File: config.mk
export PLATFORM = sky130hd
export DESIGN_NAME = vmul_group_sequencer
export DESIGN_NICKNAME = d
export VERILOG_FILES = /design/src/rtl/vmul_group_sequencer_pkg.sv /design/src/rtl/vmul_group_sequencer_grp_find.sv /design/src/rtl/vmul_group_sequencer.sv
export SDC_FILE = /design/constraint.sdc
export NUM_CORES = 1
export LEC_CHECK = 0
export CAP_MARGIN = 5
export CORE_MARGIN = 4
export CORE_UTILIZATION = 36
export DETAILED_ROUTE_END_ITERATION = 8
export GPL_ROUTABILITY_DRIVEN = 0
export PLACE_DENSITY = 0.7
export SYNTH_ARGS = -nofsm -noshare
export SYNTH_HDL_FRONTEND = slang
export SYNTH_SLANG_ARGS = --single-unit
File: constraint.sdc
create_clock -name clk -period 2.45 [get_ports clk]
set_input_delay 0.245 -clock clk [delete_from_list [all_inputs] [get_ports clk]]
set_output_delay 0.245 -clock clk [all_outputs]
set_load 0.05 [all_outputs]
File: src/rtl/vmul_group_sequencer_pkg.sv
// vmul_seq_pkg: definitions shared by the vector-multiply group sequencer.
//   seq_state_t : sequencer state (IDLE / ISSUE / DRAIN)
//   OPW         : multiply opcode width
//   clog2       : constant ceiling-log2, used to size group indices
package vmul_seq_pkg;

  typedef enum logic [1:0] {
    ST_IDLE  = 2'd0,
    ST_ISSUE = 2'd1,
    ST_DRAIN = 2'd2
  } seq_state_t;

  localparam int OPW = 5;

  function automatic int clog2(input int value);
    int result;
    result = 0;
    while ((1 << result) < value) begin
      result = result + 1;
    end
    return result;
  endfunction

endpackage

File: src/rtl/vmul_group_sequencer_grp_find.sv
// vmul_grp_find: combinational search for the next lane group to issue.
//   mask   in  NUMGROUPS*NUMMULS : effective lane mask
//   cursor in  GW                : lowest group index still eligible
//   found  out 1                 : some group >= cursor has a nonzero slice
//   idx    out GW                : lowest such group index
//   last   out 1                 : no nonzero group exists above idx
module vmul_grp_find #(
  parameter int NUMGROUPS = 4,
  parameter int NUMMULS   = 4,
  parameter int GW        = 2
) (
  input  logic [NUMGROUPS*NUMMULS-1:0] mask,
  input  logic [GW-1:0]                cursor,
  output logic                         found,
  output logic [GW-1:0]                idx,
  output logic                         last
);

  logic [NUMGROUPS-1:0] slice_nz;

  generate
    for (genvar gi = 0; gi < NUMGROUPS; gi++) begin : g_nz
      assign slice_nz[gi] = |mask[gi*NUMMULS +: NUMMULS];
    end
  endgenerate

  always_comb begin
    found = 1'b0;
    idx   = '0;
    last  = 1'b1;
    // Descending scan so the lowest qualifying index is the one that sticks.
    for (int g = NUMGROUPS - 1; g >= 0; g--) begin
      if (slice_nz[g] && (g >= int'(cursor))) begin
        found = 1'b1;
        idx   = GW'(g);
      end
    end
    for (int g = 0; g < NUMGROUPS; g++) begin
      if (slice_nz[g] && (g > int'(idx))) begin
        last = 1'b0;
      end
    end
  end

endmodule

File: src/rtl/vmul_group_sequencer.sv
// vmul_group_sequencer: issues a masked vector multiply to NUMMULS physical
// multipliers one lane group per cycle, tracks the MULLAT-cycle multiplier
// latency for writeback and stalls upstream while an op is in flight.
//   clk, resetn        : clock, synchronous active-low reset
//   start, op, vmask   : op request (accepted when ready), opcode, lane mask
//   en                 : pipeline enable (0 freezes everything)
//   squash             : abort the in-flight op
//   ready, stall       : idle indication, upstream stall
//   grp_valid/sel/op/mask : group issuing to the multipliers this cycle
//   wr_en/wr_grp/wr_mask  : group whose results are on the result bus
//   done               : one-cycle pulse at completion
module vmul_group_sequencer
  import vmul_seq_pkg::*;
#(
  parameter int NUMLANES  = 16,
  parameter int NUMMULS   = 4,
  parameter int MULLAT    = 2,
  parameter int SKIPZERO  = 1,
  localparam int NUMGROUPS = NUMLANES / NUMMULS,
  localparam int GW        = (clog2(NUMGROUPS) < 1) ? 1 : clog2(NUMGROUPS)
) (
  input  logic                clk,
  input  logic                resetn,
  input  logic                start,
  input  logic [OPW-1:0]      op,
  input  logic [NUMLANES-1:0] vmask,
  input  logic                en,
  input  logic                squash,
  output logic                ready,
  output logic                stall,
  output logic                grp_valid,
  output logic [GW-1:0]       grp_sel,
  output logic [OPW-1:0]      grp_op,
  output logic [NUMMULS-1:0]  grp_mask,
  output logic                wr_en,
  output logic [GW-1:0]       wr_grp,
  output logic [NUMMULS-1:0]  wr_mask,
  output logic                done
);

  // Every stage except the output stage; used to see whether anything is
  // still outstanding behind the entry currently writing back.
  localparam logic [MULLAT-1:0] PEND_MASK = {MULLAT{1'b1}} >> 1;

  seq_state_t          state_reg;
  logic [GW-1:0]       cursor_reg;
  logic [OPW-1:0]      op_reg;
  logic [NUMLANES-1:0] mask_reg;

  logic [NUMLANES-1:0] eff_mask;
  logic                find_found;
  logic [GW-1:0]       find_idx;
  logic                find_last;
  logic                issue_fire;
  logic [NUMMULS-1:0]  issue_mask;
  logic                drain_done;
  logic                pend;

  logic [MULLAT-1:0]   pipe_v;
  logic [GW-1:0]       pipe_grp [MULLAT];
  logic [NUMMULS-1:0]  pipe_msk [MULLAT];

  // With skipping disabled every group issues, but the real mask slice still
  // travels with it so writeback can mask individual lanes.
  assign eff_mask = (SKIPZERO != 0) ? mask_reg : '1;

  vmul_grp_find #(
    .NUMGROUPS (NUMGROUPS),
    .NUMMULS   (NUMMULS),
    .GW        (GW)
  ) u_find (
    .mask   (eff_mask),
    .cursor (cursor_reg),
    .found  (find_found),
    .idx    (find_idx),
    .last   (find_last)
  );

  assign issue_fire = en && !squash && (state_reg == ST_ISSUE) && find_found;
  assign issue_mask = mask_reg[int'(find_idx)*NUMMULS +: NUMMULS];
  assign pend       = |(pipe_v & PEND_MASK);
  assign drain_done = en && !squash && (state_reg == ST_DRAIN) && !pend;

  always_ff @(posedge clk) begin
    if (!resetn) begin
      state_reg  <= ST_IDLE;
      cursor_reg <= '0;
      op_reg     <= '0;
      mask_reg   <= '0;
    end else if (squash) begin
      state_reg <= ST_IDLE;
    end else if (en) begin
      case (state_reg)
        ST_IDLE: begin
          if (start) begin
            op_reg     <= op;
            mask_reg   <= vmask;
            cursor_reg <= '0;
            // An op with nothing to issue goes straight to DRAIN so it
            // still produces its done pulse.
            if ((SKIPZERO != 0) && (vmask == '0)) begin
              state_reg <= ST_DRAIN;
            end else begin
              state_reg <= ST_ISSUE;
            end
          end
        end
        ST_ISSUE: begin
          if (find_found) begin
            cursor_reg <= find_idx + GW'(1);
            if (find_last) begin
              state_reg <= ST_DRAIN;
            end
          end else begin
            state_reg <= ST_DRAIN;
          end
        end
        ST_DRAIN: begin
          if (!pend) begin
            state_reg <= ST_IDLE;
          end
        end
        default: state_reg <= ST_IDLE;
      endcase
    end
  end

  // Latency pipe: stage 0 captures the issuing group, the last stage feeds
  // writeback. Squash drops every in-flight valid.
  generate
    for (genvar gi = 0; gi < MULLAT; gi++) begin : g_pipe
      logic               in_v;
      logic [GW-1:0]      in_grp;
      logic [NUMMULS-1:0] in_msk;
      logic               v_reg;
      logic [GW-1:0]      grp_reg;
      logic [NUMMULS-1:0] msk_reg;

      if (gi == 0) begin : g_head
        assign in_v   = issue_fire;
        assign in_grp = find_idx;
        assign in_msk = issue_mask;
      end else begin : g_body
        assign in_v   = pipe_v[gi-1];
        assign in_grp = pipe_grp[gi-1];
        assign in_msk = pipe_msk[gi-1];
      end

      always_ff @(posedge clk) begin
        if (!resetn) begin
          v_reg   <= 1'b0;
          grp_reg <= '0;
          msk_reg <= '0;
        end else if (squash) begin
          v_reg <= 1'b0;
        end else if (en) begin
          v_reg   <= in_v;
          grp_reg <= in_grp;
          msk_reg <= in_msk;
        end
      end

      assign pipe_v[gi]   = v_reg;
      assign pipe_grp[gi] = grp_reg;
      assign pipe_msk[gi] = msk_reg;
    end
  endgenerate

  assign ready     = (state_reg == ST_IDLE);
  assign done      = drain_done;
  assign stall     = (state_reg != ST_IDLE) && !drain_done;
  assign grp_valid = issue_fire;
  assign grp_sel   = issue_fire ? find_idx : '0;
  assign grp_op    = issue_fire ? op_reg : '0;
  assign grp_mask  = issue_fire ? issue_mask : '0;
  assign wr_en     = en && !squash && pipe_v[MULLAT-1];
  assign wr_grp    = wr_en ? pipe_grp[MULLAT-1] : '0;
  assign wr_mask   = wr_en ? pipe_msk[MULLAT-1] : '0;

endmodule
==> metrics.md, run 1 <==
| Metric | Value |
|---|---|
| Status | complete, but fails checks |
| Failing checks | negative setup slack |
| Pwr/cell area | 501.1 mW/mm^2 |
| Multi-input logic area | 0.001319 mm^2 |
| HPWL after DPL | 3953 um |
| CP max-delay cell | or4_4 |
| Achievable clock frequency | 390.9 MHz |
| CTS Sinks | 39 |
| Yosys warnings | 0 |
| First-pass GRT wire length | 9004 um |
| Final Setup Violations | 4 |
| Pin slew with the least headroom to its limit | 502.1 ps |
| CP Capture Type | output port |
| Crit share post-route | 1.044 |
| CP startpoint kind | register |
| Initial Util | 0.3715 |
| CP max FO | 5 |
| Post-synthesis cell type count | 42 |
| Fillers | 465 |
| Max rail drop VDD | 0.2715 mV |
| Async S/R FF share, synth | 0 |
| Setup ws final | -107.9 ps |
| Via-to-Cell Ratio | 5.197 |
| Core area | 0.005507 mm^2 |
| Hold WC Path Type | register to register |
| Most frequent cells in the layout | dfxtp_1, nor2b_1, clkdlybuf4s50_1 |
| DR pass1 iterations | 4 |
| FF+latch count, synth | 39 |
| Final Max Slew Viols | 0 |
| EDFF count, synth | 0 |
| ANT cells | 0 |
| CP max stage delay | 570 ps |
| Final Critical Period | 2558 ps |
| # port buffers | 47 |
| Design Power | 1.600 mW |
| CTS tree | yes |
| Max-slew headroom | 0.6624 |
| Sequential-to-total area share from yosys stat | 0.3817 |
| Endpoints failing hold | 0 |
| Register area | 787.0 um^2 |
| Synth Area per Inst | 8.972 um^2 |
| Fin Clk Skew | 6.607 ps |
| 1st-iter DRT viols | 99 |
| Critical path type | register to output port |
| DR vias | 1,902 |
| RSZ-0062 raised after global routing | true |
| Die Span X | 83.38 um |
| Clock buffer count from CTS | 5 |
| DRT Wirelength | 5445 um |
| Row cnt | 27 |
| Vias in the first global route | 1,930 |
| Clock Path Buffers | 2 |
| Clock latency on the worst-skew pair | 300 ps |
| Top_reg_cell synth | dfxtp_1 |
| Max cap viols | 0 |
| Worst-path cell chain | or4_4 > a21bo_4 > nand2_4 > inv_8 > mux2i_4 > a211oi_4 > clkbuf_16 |
| Max reg flops | 16 |
| Die height | 83.38 um |
| Number of standard cells after synthesis | 228 |
| CTS Root Buffer Type | clkbuf_8 |
| Antenna-violating nets left | 0 |
| Commonest non-fill, non-tap cell in the layout | dfxtp_1 |
| Cell Area, Synth | 0.002046 mm^2 |
| Critical Path AT | 2310 ps |
| Gr ovfl total | 0 |
| IO Pins | 48 |
| Per-cell routed wire length | 14.88 um |
| Clock Pin Slew Worst Setup and Hold Paths | 70 ps |
| LEAKAGE | 1.299 nW |
| CP required | 2200 ps |
| Syn nets | 256 |
| Synth-to-layout area growth | 56.09% |
| Final hold slack | 464.7 ps |
| Layout cells sized above 1 | 0.2891 |
| Die ar. | 0.006952 mm^2 |
| Largest net degree at the start of global routing | 22 |
| Initial antenna violation count | 0 |
| Residual DRC | 0 |
| GRT Util Overall | 0.1586 |
| Final Net Count | 321 |
| H-tree depth | 2 |
## Yosys cell counts, drive strengths merged, types with 2 or more instances
cell,count,share of area
dfxtp,39,0.38
nand2,20,0.040
clkbuf,8,0.015
nor2,9,0.017
nand3,10,0.024
a21oi,6,0.015
or4,2,0.011
o221ai,4,0.017
nor2b,26,0.080
inv,5,0.0092
a211oi,8,0.029
ha,2,0.012
mux2i,26,0.13
o21ai,8,0.021
and2,12,0.039
and3,7,0.021
buf,4,0.014
nand2b,3,0.0092
nor4,8,0.028
a21boi,7,0.026
## final timing paths
| kind | depth (start not counted) | endpoint | slack, ps | start |
|---|---|---|---|---|
| min reg2reg | 2 | g_pipe[1].msk_reg[3] | 460 | g_pipe[1].msk_reg[3] |
| max reg2reg | 11 | state_reg[0] | 100 | eff_mask[9] |
| min | 2 | g_pipe[1].msk_reg[3] | 460 | g_pipe[1].msk_reg[3] |
| max | 7 | grp_mask[3] | -110 | eff_mask[9] |
## area by class of cell
| type | count | share of cell area |
|---|---|---|
| timing repair buffer | 70 | 0.2661 |
| clock inverter | 2 | 0.01097 |
| tap | 72 | 0.02821 |
| sequential | 39 | 0.2465 |
| inverter | 6 | 0.009404 |
| clock buffer | 6 | 0.02586 |
| multi-input combinational | 171 | 0.4130 |
## through the flow
step | setup slack, ps | area (um^2) | utilization | setup TNS [ps] | cells
6_report | -107.9 | 3193 | 0.5799 | -406.8 | 366
3_3_place_gp | 203.4 | 2855 | 0.5185 | 0 | 347
3_5_place_dp | 125.7 | 2855 | 0.5185 | 0 | 347
5_1_grt | -172.9 | 3193 | 0.5799 | -739.4 | 366
2_1_floorplan | 96.72 | 2066 | - | 0 | 228
4_1_cts | -65.68 | 3089 | 0.5610 | -282.3 | 360
## report_power, final
group	switching [mW]	internal [mW]	total [mW]
Clock	0.229	0.329	0.558
Sequential	0.0150	0.650	0.665
Combinational	0.191	0.185	0.376
Total	0.435	1.16	1.60
## timing repair
| action | CTS | global route |
|---|---|---|
| gates resized for setup | 16 | 12 |
| endpoints found under the hold margin | 0 | 0 |
| buffers inserted | 5 | 6 |
| endpoints found under the setup margin | 9 | 12 |
| hold buffers | 0 | 0 |
| pin swaps | 6 | 7 |
| gates cloned | 0 | 0 |
## cell families (layout without fill, tap and decap cells)
kind of cell,count (synthesis),in the layout,share of synthesized area
compound gates,44,44,0.1609
mux,26,26,0.1272
fa+ha+maj,2,2,0.01223
simple gates,99,99,0.2758
buf+inv,18,84,0.04220
flops,39,39,0.3817
## critical path, delay by kind of cell, from the launching register on
family / cells / cell delay [ps]
multiplexers: 1 / 190
AND/OR/NAND/NOR: 2 / 670
flip-flops: 1 / 350
buffers and inverters: 2 / 270
AO/OA/AOI/OAI: 2 / 540
## layer usage
layer  global-route usage  share of wire  wire length [um]  vias up
met5                    0              0                 0        -
met3              0.05060          0.052               285       12
li1                     -              -                 -      939
met2               0.2573           0.49              2654       52
met1               0.1931           0.44              2397      899
met4              0.06538          0.020               108        0
Power figures use the tool's default switching activity.
==> run 2, diff against run 1 <==
--- a/config.mk
+++ b/config.mk
@@ -8,8 +8,10 @@
 export CAP_MARGIN = 5
 export CORE_MARGIN = 4
 export CORE_UTILIZATION = 36
+export CTS_BUF_LIST = sky130_fd_sc_hd__clkbuf_8
 export DETAILED_ROUTE_END_ITERATION = 8
 export GPL_ROUTABILITY_DRIVEN = 0
+export HOLD_SLACK_MARGIN = 0.03
 export PLACE_DENSITY = 0.7
 export SYNTH_ARGS = -nofsm -noshare
 export SYNTH_HDL_FRONTEND = slang
==> results of run 2 <==
The final DEF is identical to that of run 1; final timing and power are the same.
==> run 3, diff against run 2 <==
--- a/config.mk
+++ b/config.mk
@@ -5,14 +5,15 @@
 export SDC_FILE = /design/constraint.sdc
 export NUM_CORES = 1
 export LEC_CHECK = 0
-export CAP_MARGIN = 5
 export CORE_MARGIN = 4
 export CORE_UTILIZATION = 36
 export CTS_BUF_LIST = sky130_fd_sc_hd__clkbuf_8
 export DETAILED_ROUTE_END_ITERATION = 8
 export GPL_ROUTABILITY_DRIVEN = 0
+export GPL_TIMING_DRIVEN = 0
 export HOLD_SLACK_MARGIN = 0.03
 export PLACE_DENSITY = 0.7
+export SKIP_LAST_GASP = 1
 export SYNTH_ARGS = -nofsm -noshare
 export SYNTH_HDL_FRONTEND = slang
 export SYNTH_SLANG_ARGS = --single-unit
==> run 3 against run 2 <==
Against the previous run:
- the run still ends with negative setup slack left
- routed wire length down 1.1%
- die area did not move
- cell area down 8.4%
- first-iteration DRC count up 10%
- sequential power about the same
- combinational power barely moved
- sequential share of layout area increased by 2.2 points
- maximum frequency increased by 2.3%
- core utilization shrank 4.9 points
- setup slack improved by 57 ps
- sequential cell count is the same
- final cell count up 1.1%
- largest cell class unchanged
- highest routed layer unchanged
==> metrics.md, run 3 (synthesis gave the netlist of run 1 again) <==
| Metric | Value |
|---|---|
| Die height | 83.38 um |
| Max reg flops | 16 |
| FF-to-FF setup slack | 120 ps |
| LEAKAGE | 1.235 nW |
| Final Critical Period | 2500 ps |
| HPWL after DPL | 3865 um |
| Max-slew headroom | 0.6714 |
| Per-cell routed wire length | 14.56 um |
| Layout cells sized above 1 | 0.2517 |
| H-tree depth | 2 |
| ANT cells | 0 |
| Vias in the first global route | 1,788 |
| RR Endpoint | state_reg[0] |
| Achievable clock frequency | 399.9 MHz |
| CP startpoint kind | register |
| Die Span X | 83.38 um |
| Commonest non-fill, non-tap cell in the layout | dfxtp_1 |
| Pre-CTS setup slack | -662.7 ps |
| Final Net Count | 325 |
| CTS Sinks | 39 |
| R2r worst-path depth | 10 |
| Most frequent cells in the layout | dfxtp_1, nor2b_1, clkdlybuf4s50_1 |
| CP Capture Type | output port |
| Pwr/cell area | 509.6 mW/mm^2 |
| FF-to-FF Start | eff_mask[9] |
| CP max FO | 4 |
| Row cnt | 27 |
| Critical path type | register to output port |
| Synth-to-layout area growth | 42.94% |
| Clock buffer count from CTS | 5 |
| # port buffers | 47 |
| Pin slew with the least headroom to its limit | 491.4 ps |
| IO Pins | 48 |
| GRT Util Overall | 0.1497 |
| CP required | 2200 ps |
| First-pass GRT wire length | 8528 um |
| Fin Clk Skew | 3.374 ps |
| RSZ-0062 raised after global routing | true |
| Critical Path AT | 2260 ps |
| Failing checks | negative setup slack |
| DR vias | 1,896 |
| Placed standard-cell area | 0.002626 mm^2 |
| Hold WC Path Type | register to register |
| Setup ws final | -50.39 ps |
| Initial Util | 0.3715 |
| Setup TNS | -128.3 ps |
| Final Setup Violations | 4 |
| DR pass1 iterations | 4 |
| Die ar. | 0.006952 mm^2 |
| Hold Path Stages | 2 |
| Design Area, Final | 0.002924 mm^2 |
| CTS tree | yes |
| Gr ovfl total | 0 |
| Final Max Slew Viols | 0 |
| Largest net degree at the start of global routing | 13 |
| Worst Setup SP | eff_mask[1] |
| Max rail drop VDD | 0.2594 mV |
| Crit share post-route | 1.021 |
| Antenna-violating nets left | 0 |
| CTS hold repair buffers | 0 |
| CTS Root Buffer Type | clkbuf_8 |
| 1st-iter DRT viols | 109 |
| Fillers | 514 |
| Clock latency on the worst-skew pair | 290 ps |
| Core area | 0.005507 mm^2 |
| Clock Pin Slew Worst Setup and Hold Paths | 70 ps |
| Clock Path Buffers | 2 |
| Status | complete, but fails checks |
| Via-to-Cell Ratio | 5.124 |
| Final hold slack | 462.8 ps |
| Endpoints failing hold | 0 |
| Residual DRC | 0 |
| Max cap viols | 0 |
| Min-delay src | g_pipe[1].msk_reg[3] |
| Initial antenna violation count | 0 |
| Endpoint, Worst Hold | g_pipe[1].msk_reg[3] |
| DRT Wirelength | 5386 um |
==> run 3: cell count changes in the layout (fill, tap and decap cells not counted), sizes merged <==
cell           previous run  this run
inv                       6         7
dlygate4sd2               0         2
buf                      43        30
clkdlybuf4s15             0         7
clkbuf                    7        15
bufinv                    1         0
==> run 3: layout make-up <==
cell class,count,area (um^2),share of cell area
inverter,6,32.53,0.01113
buffer,12,65.06,0.02225
sequential,39,785.8,0.2687
clock buffer,6,82.58,0.02824
multi-input combinational,171,1267,0.4335
timing repair buffer,62,588.1,0.2011
clock inverter,2,12.51,0.004279
tap,72,90.09,0.03081
==> run 3: timing repair <==
item	CTS	global route
setup buffers	5	9
resized for setup	93	33
pin swaps	6	11
endpoints found under the setup margin	22	20
cloned	0	1
==> run 3: critical path, stage by stage, from the launching register on <==
cell,delay [ps]
dfxtp_1,340
or4_4,540
a2bb2oi_4,260
buf_6,150
and2_4,140
a211oi_2,40
a211oi_2,290
buf_6,200
==> run 3: worst max path at each step <==
| stage | slack [ps] | cells after the start | to |
|---|---|---|---|
| finish | -50 | 7 | grp_mask[1] |
| global route | -110 | 7 | grp_mask[3] |
| CTS | -90 | 7 | grp_mask[1] |
| detailed placement | -660 | 8 | grp_op[3] |
| global placement | -680 | 8 | grp_op[4] |
| floorplan | 100 | 6 | grp_mask[2] |
==> run 3: report_power, final <==
part	leakage, nW	internal [mW]	switching [mW]
registers	0.318	0.651	0.0154
clock network	0.0526	0.226	0.222
logic	0.865	0.194	0.181
==> run 3: per-stage QoR <==
stage / cells / power (mW) / util
2_1_floorplan: 228 / 0.8649 / -
3_3_place_gp: 347 / 0.9529 / 0.4769
5_1_grt: 370 / 1.561 / 0.5310
3_5_place_dp: 347 / 0.9571 / 0.4769
6_report: 370 / 1.490 / 0.5310
4_1_cts: 360 / 1.434 / 0.5047
==> run 3: routing by layer <==
layer  GRT usage  part of all wire
met1      0.1919              0.47
met2      0.2340              0.45
met3     0.04563             0.056
met4     0.05944             0.017
met5           0                 0
